**config.mk**
```make
export PLATFORM = sky130hd
export DESIGN_NAME = repairclk_pattern_detector_flat
export DESIGN_NICKNAME = d
export VERILOG_FILES = /design/src/rtl/repairclk_pattern_detector_if.sv /design/src/rtl/repairclk_pattern_detector.sv /design/src/flat_wrapper.sv
export SDC_FILE = /design/constraint.sdc
export NUM_CORES = 1
export LEC_CHECK = 0
export CORE_MARGIN = 2
export CORE_UTILIZATION = 33
export CTS_BUF_LIST = sky130_fd_sc_hd__clkbuf_16
export DETAILED_ROUTE_END_ITERATION = 7
export GPL_TIMING_DRIVEN = 0
export PLACE_DENSITY = 0.55
export SLEW_MARGIN = 20
export SYNTH_ARGS = -nofsm -noshare
export SYNTH_HDL_FRONTEND = slang
export SYNTH_SLANG_ARGS = --single-unit
export TNS_END_PERCENT = 50
```
**constraint.sdc**
```tcl
create_clock -name CLK -period 4.6 [get_ports CLK]
set_clock_uncertainty 0.05 [all_clocks]
set_input_delay 0.92 -clock CLK [delete_from_list [all_inputs] [get_ports CLK]]
set_output_delay 0.92 -clock CLK [all_outputs]
set_load 0.1 [all_outputs]
```
**src/rtl/repairclk_pattern_detector_if.sv**
```systemverilog
// Enable, lane samples and result signals between the REPAIRCLK partner logic
// (master) and the receive-side pattern detector (slave).
interface repairclk_pattern_detector_if;
    logic       i_MBINIT_REPAIRCLK_Detection_en;
    logic       i_RCKP;
    logic       i_RCKN;
    logic       i_RTRK;
    logic [2:0] o_Clock_track_result_logged;
    logic       o_CLK_Track_done;
    logic       o_detect_busy;

    modport master (
        output i_MBINIT_REPAIRCLK_Detection_en,
        output i_RCKP,
        output i_RCKN,
        output i_RTRK,
        input  o_Clock_track_result_logged,
        input  o_CLK_Track_done,
        input  o_detect_busy
    );

    modport slave (
        input  i_MBINIT_REPAIRCLK_Detection_en,
        input  i_RCKP,
        input  i_RCKN,
        input  i_RTRK,
        output o_Clock_track_result_logged,
        output o_CLK_Track_done,
        output o_detect_busy
    );
endinterface

```
**src/rtl/repairclk_pattern_detector.sv**
```systemverilog
// MBINIT.REPAIRCLK receive checker: aligns to the first high lane sample, scores each
// toggle/idle iteration per lane and logs a sticky pass flag for {RTRK,RCKN,RCKP}.
module repairclk_pattern_detector #(
    parameter int TOGGLE_LEN = 32,
    parameter int IDLE_LEN   = 16,
    parameter int ITERATIONS = 128,
    parameter int PASS_ITER  = 16,
    parameter int TIMEOUT    = 4096
) (
    input logic                         CLK,
    input logic                         rst_n,
    repairclk_pattern_detector_if.slave det
);

    // state | meaning
    // IDLE  | waiting for detection enable
    // ARMED | window open, waiting for the first high sample on any lane
    // CHECK | scoring lane samples against the toggle/idle pattern
    // DONE  | one-cycle done pulse, result final
    // HOLD  | result held until enable drops
    typedef enum logic [2:0] {
        S_IDLE,
        S_ARMED,
        S_CHECK,
        S_DONE,
        S_HOLD
    } state_t;

    localparam int PERIOD = TOGGLE_LEN + IDLE_LEN;
    localparam int PH_W   = $clog2(PERIOD);
    localparam int IT_W   = $clog2(ITERATIONS + 1);
    localparam int CS_W   = $clog2(PASS_ITER + 1);
    localparam int TO_W   = $clog2(TIMEOUT);

    localparam logic [PH_W-1:0] PH_LAST  = PH_W'(PERIOD - 1);
    localparam logic [PH_W-1:0] PH_TOG   = PH_W'(TOGGLE_LEN);
    localparam logic [IT_W-1:0] IT_LAST  = IT_W'(ITERATIONS - 1);
    localparam logic [CS_W-1:0] CS_PASS  = CS_W'(PASS_ITER);
    localparam logic [CS_W-1:0] CS_PREV  = CS_W'(PASS_ITER - 1);
    localparam logic [TO_W-1:0] TO_LOAD  = TO_W'(TIMEOUT - 1);

    state_t          state_q, state_d;
    logic [PH_W-1:0] phase_q;
    logic [IT_W-1:0] iter_q;
    logic [TO_W-1:0] tmo_q;
    logic [CS_W-1:0] consec_q [3];
    logic [2:0]      mism_q;
    logic [2:0]      pass_q;

    logic            en;
    logic [2:0]      lanes;
    logic            exp_bit;
    logic            last_phase;
    logic [2:0]      mism_now;
    logic            start;
    logic            abort;
    logic            sample_en;

    assign en         = det.i_MBINIT_REPAIRCLK_Detection_en;
    assign lanes      = {det.i_RTRK, det.i_RCKN, det.i_RCKP};
    assign last_phase = (phase_q == PH_LAST);
    assign exp_bit    = (phase_q < PH_TOG) ? ~phase_q[0] : 1'b0;
    // includes the current sample, so the last phase counts toward its own iteration
    assign mism_now   = mism_q | (lanes ^ {3{exp_bit}});

    always_ff @(posedge CLK or negedge rst_n) begin
        if (!rst_n) begin
            state_q <= S_IDLE;
        end else begin
            state_q <= state_d;
        end
    end

    always_comb begin
        state_d   = state_q;
        start     = 1'b0;
        abort     = 1'b0;
        sample_en = 1'b0;
        case (state_q)
            S_IDLE: begin
                if (en) begin
                    state_d = S_ARMED;
                    start   = 1'b1;
                end
            end
            S_ARMED: begin
                if (!en) begin
                    state_d = S_IDLE;
                    abort   = 1'b1;
                end else if (|lanes) begin
                    state_d   = S_CHECK;
                    sample_en = 1'b1;
                end else if (tmo_q == '0) begin
                    state_d = S_DONE;
                end
            end
            S_CHECK: begin
                if (!en) begin
                    state_d = S_IDLE;
                    abort   = 1'b1;
                end else begin
                    sample_en = 1'b1;
                    if (last_phase && (iter_q == IT_LAST)) begin
                        state_d = S_DONE;
                    end
                end
            end
            S_DONE: state_d = S_HOLD;
            S_HOLD: begin
                if (!en) begin
                    state_d = S_IDLE;
                end
            end
            default: state_d = S_IDLE;
        endcase
    end

    always_ff @(posedge CLK or negedge rst_n) begin
        if (!rst_n) begin
            phase_q <= '0;
            iter_q  <= '0;
            tmo_q   <= '0;
            mism_q  <= '0;
            pass_q  <= '0;
            for (int l = 0; l < 3; l++) begin
                consec_q[l] <= '0;
            end
        end else if (start || abort) begin
            phase_q <= '0;
            iter_q  <= '0;
            tmo_q   <= TO_LOAD;
            mism_q  <= '0;
            pass_q  <= '0;
            for (int l = 0; l < 3; l++) begin
                consec_q[l] <= '0;
            end
        end else if (sample_en) begin
            if (last_phase) begin
                phase_q <= '0;
                iter_q  <= iter_q + IT_W'(1);
                mism_q  <= '0;
                for (int l = 0; l < 3; l++) begin
                    if (mism_now[l]) begin
                        consec_q[l] <= '0;
                    end else begin
                        if (consec_q[l] != CS_PASS) begin
                            consec_q[l] <= consec_q[l] + CS_W'(1);
                        end
                        if (consec_q[l] >= CS_PREV) begin
                            pass_q[l] <= 1'b1;
                        end
                    end
                end
            end else begin
                phase_q <= phase_q + PH_W'(1);
                mism_q  <= mism_now;
            end
        end else if ((state_q == S_ARMED) && (tmo_q != '0)) begin
            tmo_q <= tmo_q - TO_W'(1);
        end
    end

    assign det.o_Clock_track_result_logged = pass_q;
    assign det.o_CLK_Track_done            = (state_q == S_DONE);
    assign det.o_detect_busy               = (state_q == S_ARMED) || (state_q == S_CHECK);

endmodule

```
**src/flat_wrapper.sv**
```systemverilog
// flat-port wrapper written by rule: the top's interface ports become plain ports
module repairclk_pattern_detector_flat 
#(
    parameter int TOGGLE_LEN = 32,
    parameter int IDLE_LEN   = 16,
    parameter int ITERATIONS = 128,
    parameter int PASS_ITER  = 16,
    parameter int TIMEOUT    = 4096
)
  (CLK, rst_n, det_i_MBINIT_REPAIRCLK_Detection_en, det_i_RCKP, det_i_RCKN, det_i_RTRK, det_o_Clock_track_result_logged, det_o_CLK_Track_done, det_o_detect_busy);
  repairclk_pattern_detector_if det_i ();
  input logic CLK;
  input logic rst_n;
  input wire logic [$bits(det_i.i_MBINIT_REPAIRCLK_Detection_en)-1:0] det_i_MBINIT_REPAIRCLK_Detection_en;
  input wire logic [$bits(det_i.i_RCKP)-1:0] det_i_RCKP;
  input wire logic [$bits(det_i.i_RCKN)-1:0] det_i_RCKN;
  input wire logic [$bits(det_i.i_RTRK)-1:0] det_i_RTRK;
  output wire logic [$bits(det_i.o_Clock_track_result_logged)-1:0] det_o_Clock_track_result_logged;
  output wire logic [$bits(det_i.o_CLK_Track_done)-1:0] det_o_CLK_Track_done;
  output wire logic [$bits(det_i.o_detect_busy)-1:0] det_o_detect_busy;
  assign det_i.i_MBINIT_REPAIRCLK_Detection_en = det_i_MBINIT_REPAIRCLK_Detection_en;
  assign det_i.i_RCKP = det_i_RCKP;
  assign det_i.i_RCKN = det_i_RCKN;
  assign det_i.i_RTRK = det_i_RTRK;
  assign det_o_Clock_track_result_logged = det_i.o_Clock_track_result_logged;
  assign det_o_CLK_Track_done = det_i.o_CLK_Track_done;
  assign det_o_detect_busy = det_i.o_detect_busy;
  repairclk_pattern_detector #(.TOGGLE_LEN(TOGGLE_LEN), .IDLE_LEN(IDLE_LEN), .ITERATIONS(ITERATIONS), .PASS_ITER(PASS_ITER), .TIMEOUT(TIMEOUT)) u_core (.CLK(CLK), .rst_n(rst_n), .det(det_i));
endmodule
```
==> metrics.md, run 1 <==
| Metric | Value |
|---|---|
| Outcome | completed |
| Min Hold Slack | 0.448 ns |
| Dpl cells | 416 |
| Router iterations before antenna repair | 4 |
| Clk slew on worst S/H paths | 0.07 ns |
| Power Total | 1.29 mW |
| Reg2reg setup slack | 2.01 ns |
| Register area share after synthesis | 44.5% |
| Seq cells post-synth | 50 |
| Routed wire length per instance | 13.9 um |
| Die footprint | 9280 um2 |
| Post-layout util | 38.4% |
| Starting Density | 34.1% |
| Design Area, Final | 3170 um2 |
| Top post-synthesis cells by count | 50 x dfrtp_1, 25 x nor2_1, 22 x nand2_1 |
| Initial antenna violation count | 0 |
| Fraction of layout cells with a size suffix above 1 | 5.64% |
| Yosys top cell area share | 44.5% |
| # hold bufs at CTS | 0 |
| CTS tree | built |
| Worst VDD drop | 162 uV |
| Synth Area in Compound Gates | 15.5% |
| Worst-Margin Slew | 0.973 ns |
| CTS Buf Count | 5 |
| Required time worst endpoint | 3.63 ns |
| Critical path fanouts, max | 10 |
| Post-Synth Simple-Gate Area | 24.6% |
| Storage cell area | 1250 um2 |
| Net Count, Synth | 321 |
| Max-cap violations | 0 |
| Final worst slack | 1.19 ns |
| Total setup buffers inserted after CTS | 0 |
| Setup TNS | 0 ns |
| # rows | 33 |
| Unrepaired setup endpoints after global routing | false |
| H-tree depth | 2 |
| R2r startpoint | u_core.state_q[1] |
| CP startpoint kind | register |
| Post-route ant nets | 0 |
| Data arrival, critical path | 2.44 ns |
| Final setup violation count | 0 |
| Adder-cell area share of the yosys netlist | 5.78% |
| Chip width | 96.3 um |
| Xor/xnor share of the synthesized area | 4.67% |
| Layout Nets | 337 |
| Hold Startpoint | u_core.mism_q[2] |
| Syn. warnings | 0 |
| HPWL Detailed | 3.98 mm |
| Delay of the slowest cell on the worst path | 1.15 ns |
| Largest family of logic cells by synthesized area | simple AND/OR/NAND/NOR gates |
| Final wirelength | 5.88 mm |
| Hold Violations, Final | 0 |
| Worst min path class | register to register |
| Clock Path Buffers | 2 |
| Post-synthesis cell count | 302 |
| Slew HR | 34.9% |
| Buf+Inv Stages, Crit Path | 2 |
| Setup crit start | u_core.state_q[0] |
| GRT overflow | 0 |
| Core Region | 8260 um2 |
| DIE HEIGHT | 96.3 um |
| Async set-reset flop share out of synthesis | 100% |
| Synth cell types | 47 |
| Ports | 11 |
| Vias | 2233 |
| Critical Path Sink Type | primary output |
| Clk root buf | clkbuf_16 |
| Port bufs | 9 |
| Synth area leader | dfrtp_1 |
| Finished Layout Cells | 424 |
| Critical path type | register to primary output |
| Place WS | 1.03 ns |
| Vias in the first global route | 2177 |
| Number of fill cells in the layout | 860 |
| DRC errors left | 0 |
| Skew-Pair Late Insertion Delay | 0.29 ns |
| Max-slew violations | 0 |
| Placer congestion estimate | 0.787 |
| DR iter-0 viols | 101 |
| Tot GR Track Use | 14.3% |
| Post-synthesis mux area share | 1.07% |
| P per Cell Area | 406 nW/um2 |
| Min cycle time layout | 3.41 ns |
| Vias/cell | 5.27 |
| Pin count of the biggest net entering global routing | 51 |
| Fmax | 294 MHz |
| Main synth FF type | dfrtp_1 |
| LEAKAGE | 1.25 nW |
| First-pass GRT wire length | 10.3 mm |
| Antenna diode count | 0 |
| Family with the most delay on the worst path | buffers and inverters |
| Post-route clock period utilization | 74.1% |
| Crit-path slowest cell | clkdlybuf4s50_1 |
| Average size of a mapped cell | 9.31 um2 |
| Count leader, synth | dfrtp_1 |
| CP cell instances | clkbuf_1 -> nand2_1 -> nor2_1 -> clkdlybuf4s50_1 |
| Area Growth Syn to Fin | 12.6% |
| Post-Syn Area | 2810 um2 |
| Clk sinks | 50 |
| Post-CTS sizing | 0 |
| Synth area leaders | dfrtp_1 44%, ha_1 5.8%, xor2_1 3.7%, nor2_1 3.3%, nand3_1 3.0% |
| Dpl cell area | 3030 um2 |
| Post-synth EDFFs | 0 |
| Multi-input logic area | 1450 um2 |
==> cell usage in the layout, fill, tap and decap left out, types with 3 or more instances in the layout <==
cell	instances
ha_1	13
inv_1	17
o21a_1	6
and3_1	8
or3_1	9
nor2_1	25
clkinv_1	3
a211oi_1	3
nor3b_1	5
nor4b_1	3
clkbuf_16	5
nand2b_1	7
nor3_1	7
xnor2_1	3
clkdlybuf4s50_1	8
nand2_1	22
nand3_1	17
o22ai_1	6
clkbuf_1	11
nand4_1	7
xor2_1	12
o21ai_0	17
dfrtp_1	50
o2bb2ai_1	3
nor2b_1	3
mux2i_1	3
a21oi_1	15
==> final cells by class <==
class | instances | share of cell area [%]
inverters | 17 | 2.01
flip-flops and latches | 50 | 39.5
plain buffers | 12 | 1.46
well taps | 105 | 4.15
repair buffers | 9 | 2.76
clock buffers | 5 | 3.95
multi-input cells | 223 | 45.8
clock inverters | 3 | 0.355
==> registers in the layout (all words and copies together) (netlist names) <==
signal,flops
u_core.consec_q,15
u_core.tmo_q,12
u_core.iter_q,8
u_core.phase_q,6
u_core.det.o_Clock_track_result_logged,3
u_core.mism_q,3
u_core.state_q,3
==> logic make-up after synthesis <==
| group | Yosys count |
|---|---|
| AOI/OAI and AO/OA | 65 |
| xor gates and xnor gates | 15 |
| adders and majority gates | 13 |
| buffers and inverters | 29 |
| DFF | 50 |
| muxes | 3 |
| and+or+nand+nor | 127 |
==> worst paths after layout <==
kind / end / cells past startpoint
max: det_o_CLK_Track_done / 4
min: u_core.mism_q[2] / 2
max reg2reg: u_core.iter_q[2] / 6
min reg2reg: u_core.mism_q[2] / 2
max in group asynchronous: u_core.consec_q[13] / 1
min in group asynchronous: u_core.phase_q[2] / 1
==> worst reg2reg max path: stages (launching register included) <==
cell and delay [ns]:
dfrtp_1 0.38, clkbuf_1 0.24, o21a_1 0.26, a211oi_1 0.72, clkbuf_1 0.49, nor2_1 0.08, a31o_2 0.26
==> power by group <==
part	internal, mW	switching, mW	total, mW
registers	0.486	0.0439	0.530
logic	0.131	0.271	0.402
clock network	0.196	0.159	0.355
==> routing by layer <==
layer,wire length [um],up-vias,global-route usage (%),part of all wire (%)
li1,-,1121,-,-
met1,2920,1081,19.2,50
met2,2680,25,23.0,46
met3,201,6,3.05,3.4
met4,78,0,4.58,1.3
met5,0,-,0,0
Power figures use the tool's default switching activity.
==> run 2, diff against run 1 <==
- PLACE_DENSITY: 0.55 -> 0.57
- clock period: 4.6 -> 2.8 ns (I/O delays scaled with it)
==> metrics.md, run 2 (synthesized netlist as in run 1, its figures left out) <==
| Metric | Value |
|---|---|
| Outcome | completed |
| Core Region | 8260 um2 |
| Critical Path Sink Type | register |
| Ports | 11 |
| Hold Violations, Final | 0 |
| Fraction of layout cells with a size suffix above 1 | 7.45% |
| Worst-Margin Slew | 0.979 ns |
| Critical path fanouts, max | 7 |
| Worst min path class | primary input to async pin |
| Register-to-Register Path Depth | 6 |
| Required time worst endpoint | 2.91 ns |
| Crit path capture | u_core.tmo_q[10] |
| Min cycle time layout | 2.71 ns |
| DR iter-0 viols | 94 |
| DIE HEIGHT | 96.3 um |
| Placer congestion estimate | 0.785 |
| Max-cap violations | 0 |
| Dpl cells | 416 |
| First-pass GRT wire length | 10.4 mm |
| # rows | 33 |
| Worst VDD drop | 344 uV |
| Fmax | 369 MHz |
| Reg2reg end | u_core.iter_q[2] |
| Data arrival, critical path | 2.82 ns |
| Final setup violation count | 0 |
| CTS Buf Count | 5 |
| Clk slew on worst S/H paths | 0.07 ns |
| Antenna diode count | 0 |
| Largest regs | u_core.consec_q: 15 flops, u_core.tmo_q: 12 flops, u_core.iter_q: 8 flops |
| Min Hold Slack | 0.259 ns |
| Vias in the first global route | 2152 |
| Pin count of the biggest net entering global routing | 51 |
| Vias | 2227 |
| Die footprint | 9280 um2 |
| P per Cell Area | 667 nW/um2 |
| Clk root buf | clkbuf_16 |
| Vias/cell | 5.22 |
| Max-slew violations | 0 |
| Area Growth Syn to Fin | 13.7% |
| Slew HR | 34.5% |
| Tot GR Track Use | 14.1% |
| R2r startpoint | u_core.state_q[1] |
| CP startpoint kind | primary input |
| GRT overflow | 0 |
| Router iterations before antenna repair | 4 |
| Starting Density | 34.1% |
| Port bufs | 9 |
| Routed wire length per instance | 13.9 um |
| Most frequent cells in the layout | 50 x dfrtp_1, 25 x nor2_1, 22 x nand2_1 |
| CTS tree | built |
| HPWL Detailed | 4.08 mm |
| Switching Power | 0.785 mW |
| Critical path type | primary input to register |
| Clk sinks | 50 |
| Commonest non-fill, non-tap cell in the layout | dfrtp_1 |
| Skew-Pair Late Insertion Delay | 0.28 ns |
| Setup crit start | det_i_RCKN |
| Finished Layout Cells | 427 |
| Post-route clock period utilization | 96.8% |
| LEAKAGE | 1.30 nW |
| DRC errors left | 0 |
| Reg2reg setup slack | 0.24 ns |
| Clock Path Buffers | 2 |
| Clock Power Share | 27.5% |
| Switching portion of total power | 36.8% |
| Top reg by flops | u_core.consec_q |
| Logic pwr share | 31.7% |
| Initial antenna violation count | 0 |
| Power Total | 2.13 mW |
| Int Pwr | 1.35 mW |
| Layout Nets | 340 |
| Chip width | 96.3 um |
| Largest register FFs | 15 |
| Sequential share of power | 40.7% |
| H-tree depth | 2 |
| # hold bufs at CTS | 0 |
| Post-route ant nets | 0 |
| Final wirelength | 5.92 mm |
-- run 2: cell count changes in the layout (fill, tap and decap cells not counted) --
cell | previous run | this run
clkinv_1 | 3 | 0
clkdlybuf4s50_1 | 8 | 5
inv_1 | 17 | 18
clkbuf_2 | 0 | 1
dlymetal6s2s_1 | 0 | 2
buf_4 | 1 | 4
clkinv_2 | 0 | 1
clkinv_4 | 0 | 1
-- run 2: worst min path at each step --
stage | from | end | cells past startpoint
after floorplan | rst_n | u_core.consec_q[0] | 0
after global placement | u_core.det.o_Clock_track_result_logged[2] | u_core.det.o_Clock_track_result_logged[2] | 2
after detailed placement | u_core.det.o_Clock_track_result_logged[2] | u_core.det.o_Clock_track_result_logged[2] | 2
after CTS | rst_n | u_core.tmo_q[7] | 1
after global routing | rst_n | u_core.phase_q[5] | 1
final | rst_n | u_core.tmo_q[4] | 1
-- run 2: stage by stage --
step	setup TNS [ns]	setup WS (ns)	utilization (%)	instance area [um2]
2_1_floorplan	0	0.177	-	2810
3_3_place_gp	-26.67	-0.517	36.7	3030
3_5_place_dp	-1.62	-0.430	36.7	3030
4_1_cts	-0.102	-0.102	38.4	3170
5_1_grt	-0.000416	-0.000416	38.7	3200
6_report	0	0.0882	38.7	3200
-- run 2: power groups by stage --
stage | sequential (mW) | combinational [mW] | clock (mW)
floorplan | 0.867 | 0.494 | 0
global placement | 0.880 | 0.663 | 0
detailed placement | 0.883 | 0.675 | 0
CTS | 0.868 | 0.677 | 0.609
global route | 0.879 | 0.781 | 0.645
finish | 0.869 | 0.676 | 0.588
-- run 2: timing repair --
action | CTS | global route
endpoints found under the setup margin | 2 | 8
hold endpoints to repair | 0 | 0
pin swaps | 1 | 1
resized for setup | 1 | 4
buffers inserted | 0 | 3
-- run 2: worst max-delay path, stage by stage --
cell             delay, ns
clkdlybuf4s50_1       0.50
or3_4                 0.44
a2111oi_4             0.34
buf_4                 0.21
nand4_2               0.14
o41a_1                0.33
or3_1                 0.30
-- run 2: layer usage --
| metal | track usage (%) | up-vias | routed length [um] |
|---|---|---|---|
| li1 | - | 1118 | - |
| met1 | 19.4 | 1079 | 2850 |
| met2 | 23.3 | 26 | 2830 |
| met3 | 2.66 | 4 | 184 |
| met4 | 2.82 | 0 | 46 |
| met5 | 0 | - | 0 |
-- run 2: area by class of cell --
class                   instances  area (um2)
inverters                      17        63.8
clock inverters                 3        17.5
clock buffers                   5         125
plain buffers                  12        46.3
multi-input cells             223        1450
flip-flops and latches         50        1250
fillers                       857        5060
well taps                     105         131
repair buffers                 12         110
==> run 3, diff against run 2 <==
- clock period: 2.8 -> 2.2 ns (I/O delays scaled with it)
==> metrics.md, run 3 (synthesized netlist as in run 1, its figures left out) <==
| Metric | Value |
|---|---|
| Outcome | completed |
| Post-route ant nets | 0 |
| Worst-Margin Slew | 0.970 ns |
| Switching Power | 1.02 mW |
| Clk sinks | 50 |
| Dpl cell area | 3030 um2 |
| Ports | 11 |
| Critical Path Sink Type | register |
| CTS tree | built |
| Skew-Pair Late Insertion Delay | 0.29 ns |
| Hold Violations, Final | 0 |
| Die footprint | 9280 um2 |
| Routed wire length per instance | 13.9 um |
| Tot GR Track Use | 14.1% |
| Vias in the first global route | 2184 |
| First-pass GRT wire length | 10.3 mm |
| Clock Power Share | 30.0% |
| DR iter-0 viols | 100 |
| Max-slew violations | 0 |
| Power Total | 2.91 mW |
| Core Region | 8260 um2 |
| DRC errors left | 0 |
| Port bufs | 9 |
| Final setup violation count | 0 |
| Chip width | 96.3 um |
| Initial antenna violation count | 0 |
| Final wirelength | 5.96 mm |
| Critical path type | primary input to register |
| GRT overflow | 0 |
| # rows | 33 |
| Fmax | 456 MHz |
| Storage cell area | 1250 um2 |
| Int Pwr | 1.88 mW |
| Clock Path Buffers | 2 |
| Largest regs | u_core.consec_q: 15 flops, u_core.tmo_q: 12 flops, u_core.iter_q: 8 flops |
| Sequential share of power | 38.0% |
| Data arrival, critical path | 2.31 ns |
| H-tree depth | 2 |
| Largest register FFs | 15 |
| Switching portion of total power | 35.2% |
| Top reg by flops | u_core.consec_q |
| Max-cap violations | 0 |
| Most frequent cells in the layout | 49 x dfrtp_1, 24 x nor2_1, 22 x nand2_1 |
| Multi-input logic area | 1520 um2 |
| Logic pwr share | 32.0% |
| Critical path fanouts, max | 5 |
| Number of fill cells in the layout | 825 |
| Pin count of the biggest net entering global routing | 51 |
| Required time worst endpoint | 2.32 ns |
| Clk slew on worst S/H paths | 0.07 ns |
| LEAKAGE | 1.35 nW |
| Commonest non-fill, non-tap cell in the layout | dfrtp_1 |
| DIE HEIGHT | 96.3 um |
| Vias/cell | 5.28 |
| Layout Nets | 342 |
| Area Growth Syn to Fin | 18.0% |
| HPWL Detailed | 4.10 mm |
| Setup TNS | 0 ns |
| Post-route clock period utilization | 99.7% |
| CP startpoint kind | primary input |
| Worst min path class | primary input to async pin |
| Clk root buf | clkbuf_16 |
| CTS Buf Count | 5 |
| Min cycle time layout | 2.19 ns |
| Unrepaired setup endpoints after global routing | true |
| P per Cell Area | 876 nW/um2 |
| Router iterations before antenna repair | 4 |
| Fraction of layout cells with a size suffix above 1 | 14.8% |
| Starting Density | 34.1% |
| Slew HR | 35.6% |
| Placer congestion estimate | 0.826 |
| Worst VDD drop | 437 uV |
| Design Area, Final | 3320 um2 |
| Antenna diode count | 0 |
| Post-layout util | 40.2% |
| Vias | 2266 |
[run 3: cell count changes in the layout (fill, tap and decap cells not counted), sizes merged, moves of 2 or more]
cell,delta
buf,+3
clkdlybuf4s50,-5
clkinv,-2
dlygate4sd2,+6
dlymetal6s2s,-2
[run 3: per-layer routing]
| layer | part of all wire [%] | up-vias | wire length [um] | track usage [%] |
|---|---|---|---|---|
| met5 | 0 | - | 0 | 0 |
| met2 | 48 | 25 | 2870 | 23.7 |
| li1 | - | 1132 | - | - |
| met1 | 49 | 1103 | 2900 | 18.7 |
| met3 | 2.2 | 6 | 134 | 2.43 |
| met4 | 1.0 | 0 | 61 | 4.11 |
[run 3: worst paths after layout]
| path | cells after the start | to | startpoint | slack, ns |
|---|---|---|---|---|
| setup / recovery | 6 | u_core.tmo_q[10] | det_i_RTRK | 0.007 |
| max in group asynchronous | 1 | u_core.phase_q[5] | rst_n | 1.51 |
| min in group CLK | 2 | u_core.det.o_Clock_track_result_logged[2] | u_core.det.o_Clock_track_result_logged[2] | 0.43 |
| hold reg to reg | 2 | u_core.det.o_Clock_track_result_logged[2] | u_core.det.o_Clock_track_result_logged[2] | 0.43 |
| hold / removal | 1 | u_core.state_q[1] | rst_n | 0.14 |
| setup reg to reg | 5 | u_core.tmo_q[10] | u_core.tmo_q[5] | 0.11 |
[run 3: cell type report]
type                       count  share of cell area, %
inverter                      17                   1.92
sequential                    50                   37.7
clock buffer                   5                   3.77
tap                          105                   3.96
buffer                        11                   1.70
timing repair buffer          15                   3.73
multi-input combinational    223                   45.9
clock inverter                 3                   1.24
[run 3: worst max-delay path, stage by stage]
cell           delay (ns)
dlygate4sd2_1        0.28
or3_4                0.44
a2111oi_4            0.36
nand4_2              0.15
o41a_1               0.33
or3_1                0.30
[run 3: per-stage QoR]
step	std cells	hold slack [ns]	setup slack (ns)
floorplan	302	0.0944	-0.148
global placement	416	0.423	-0.981
detailed placement	416	0.424	-0.886
CTS	426	0.161	-0.0560
global route	429	0.190	-0.0832
finish	429	0.136	0.00684
[run 3: power groups by stage]
stage / clock network [mW] / registers [mW] / logic (mW)
final: 0.873 / 1.10 / 0.929
after global routing: 0.937 / 1.12 / 1.05
after CTS: 0.897 / 1.10 / 0.875
after detailed placement: 0 / 1.12 / 0.855
after global placement: 0 / 1.12 / 0.842
after floorplan: 0 / 1.10 / 0.630
[run 3: repair_timing]
item,CTS,global route
setup buffers,3,3
resized for setup,23,21
setup endpoints to repair,52,28
hold buffers,0,0
pin swaps,3,3
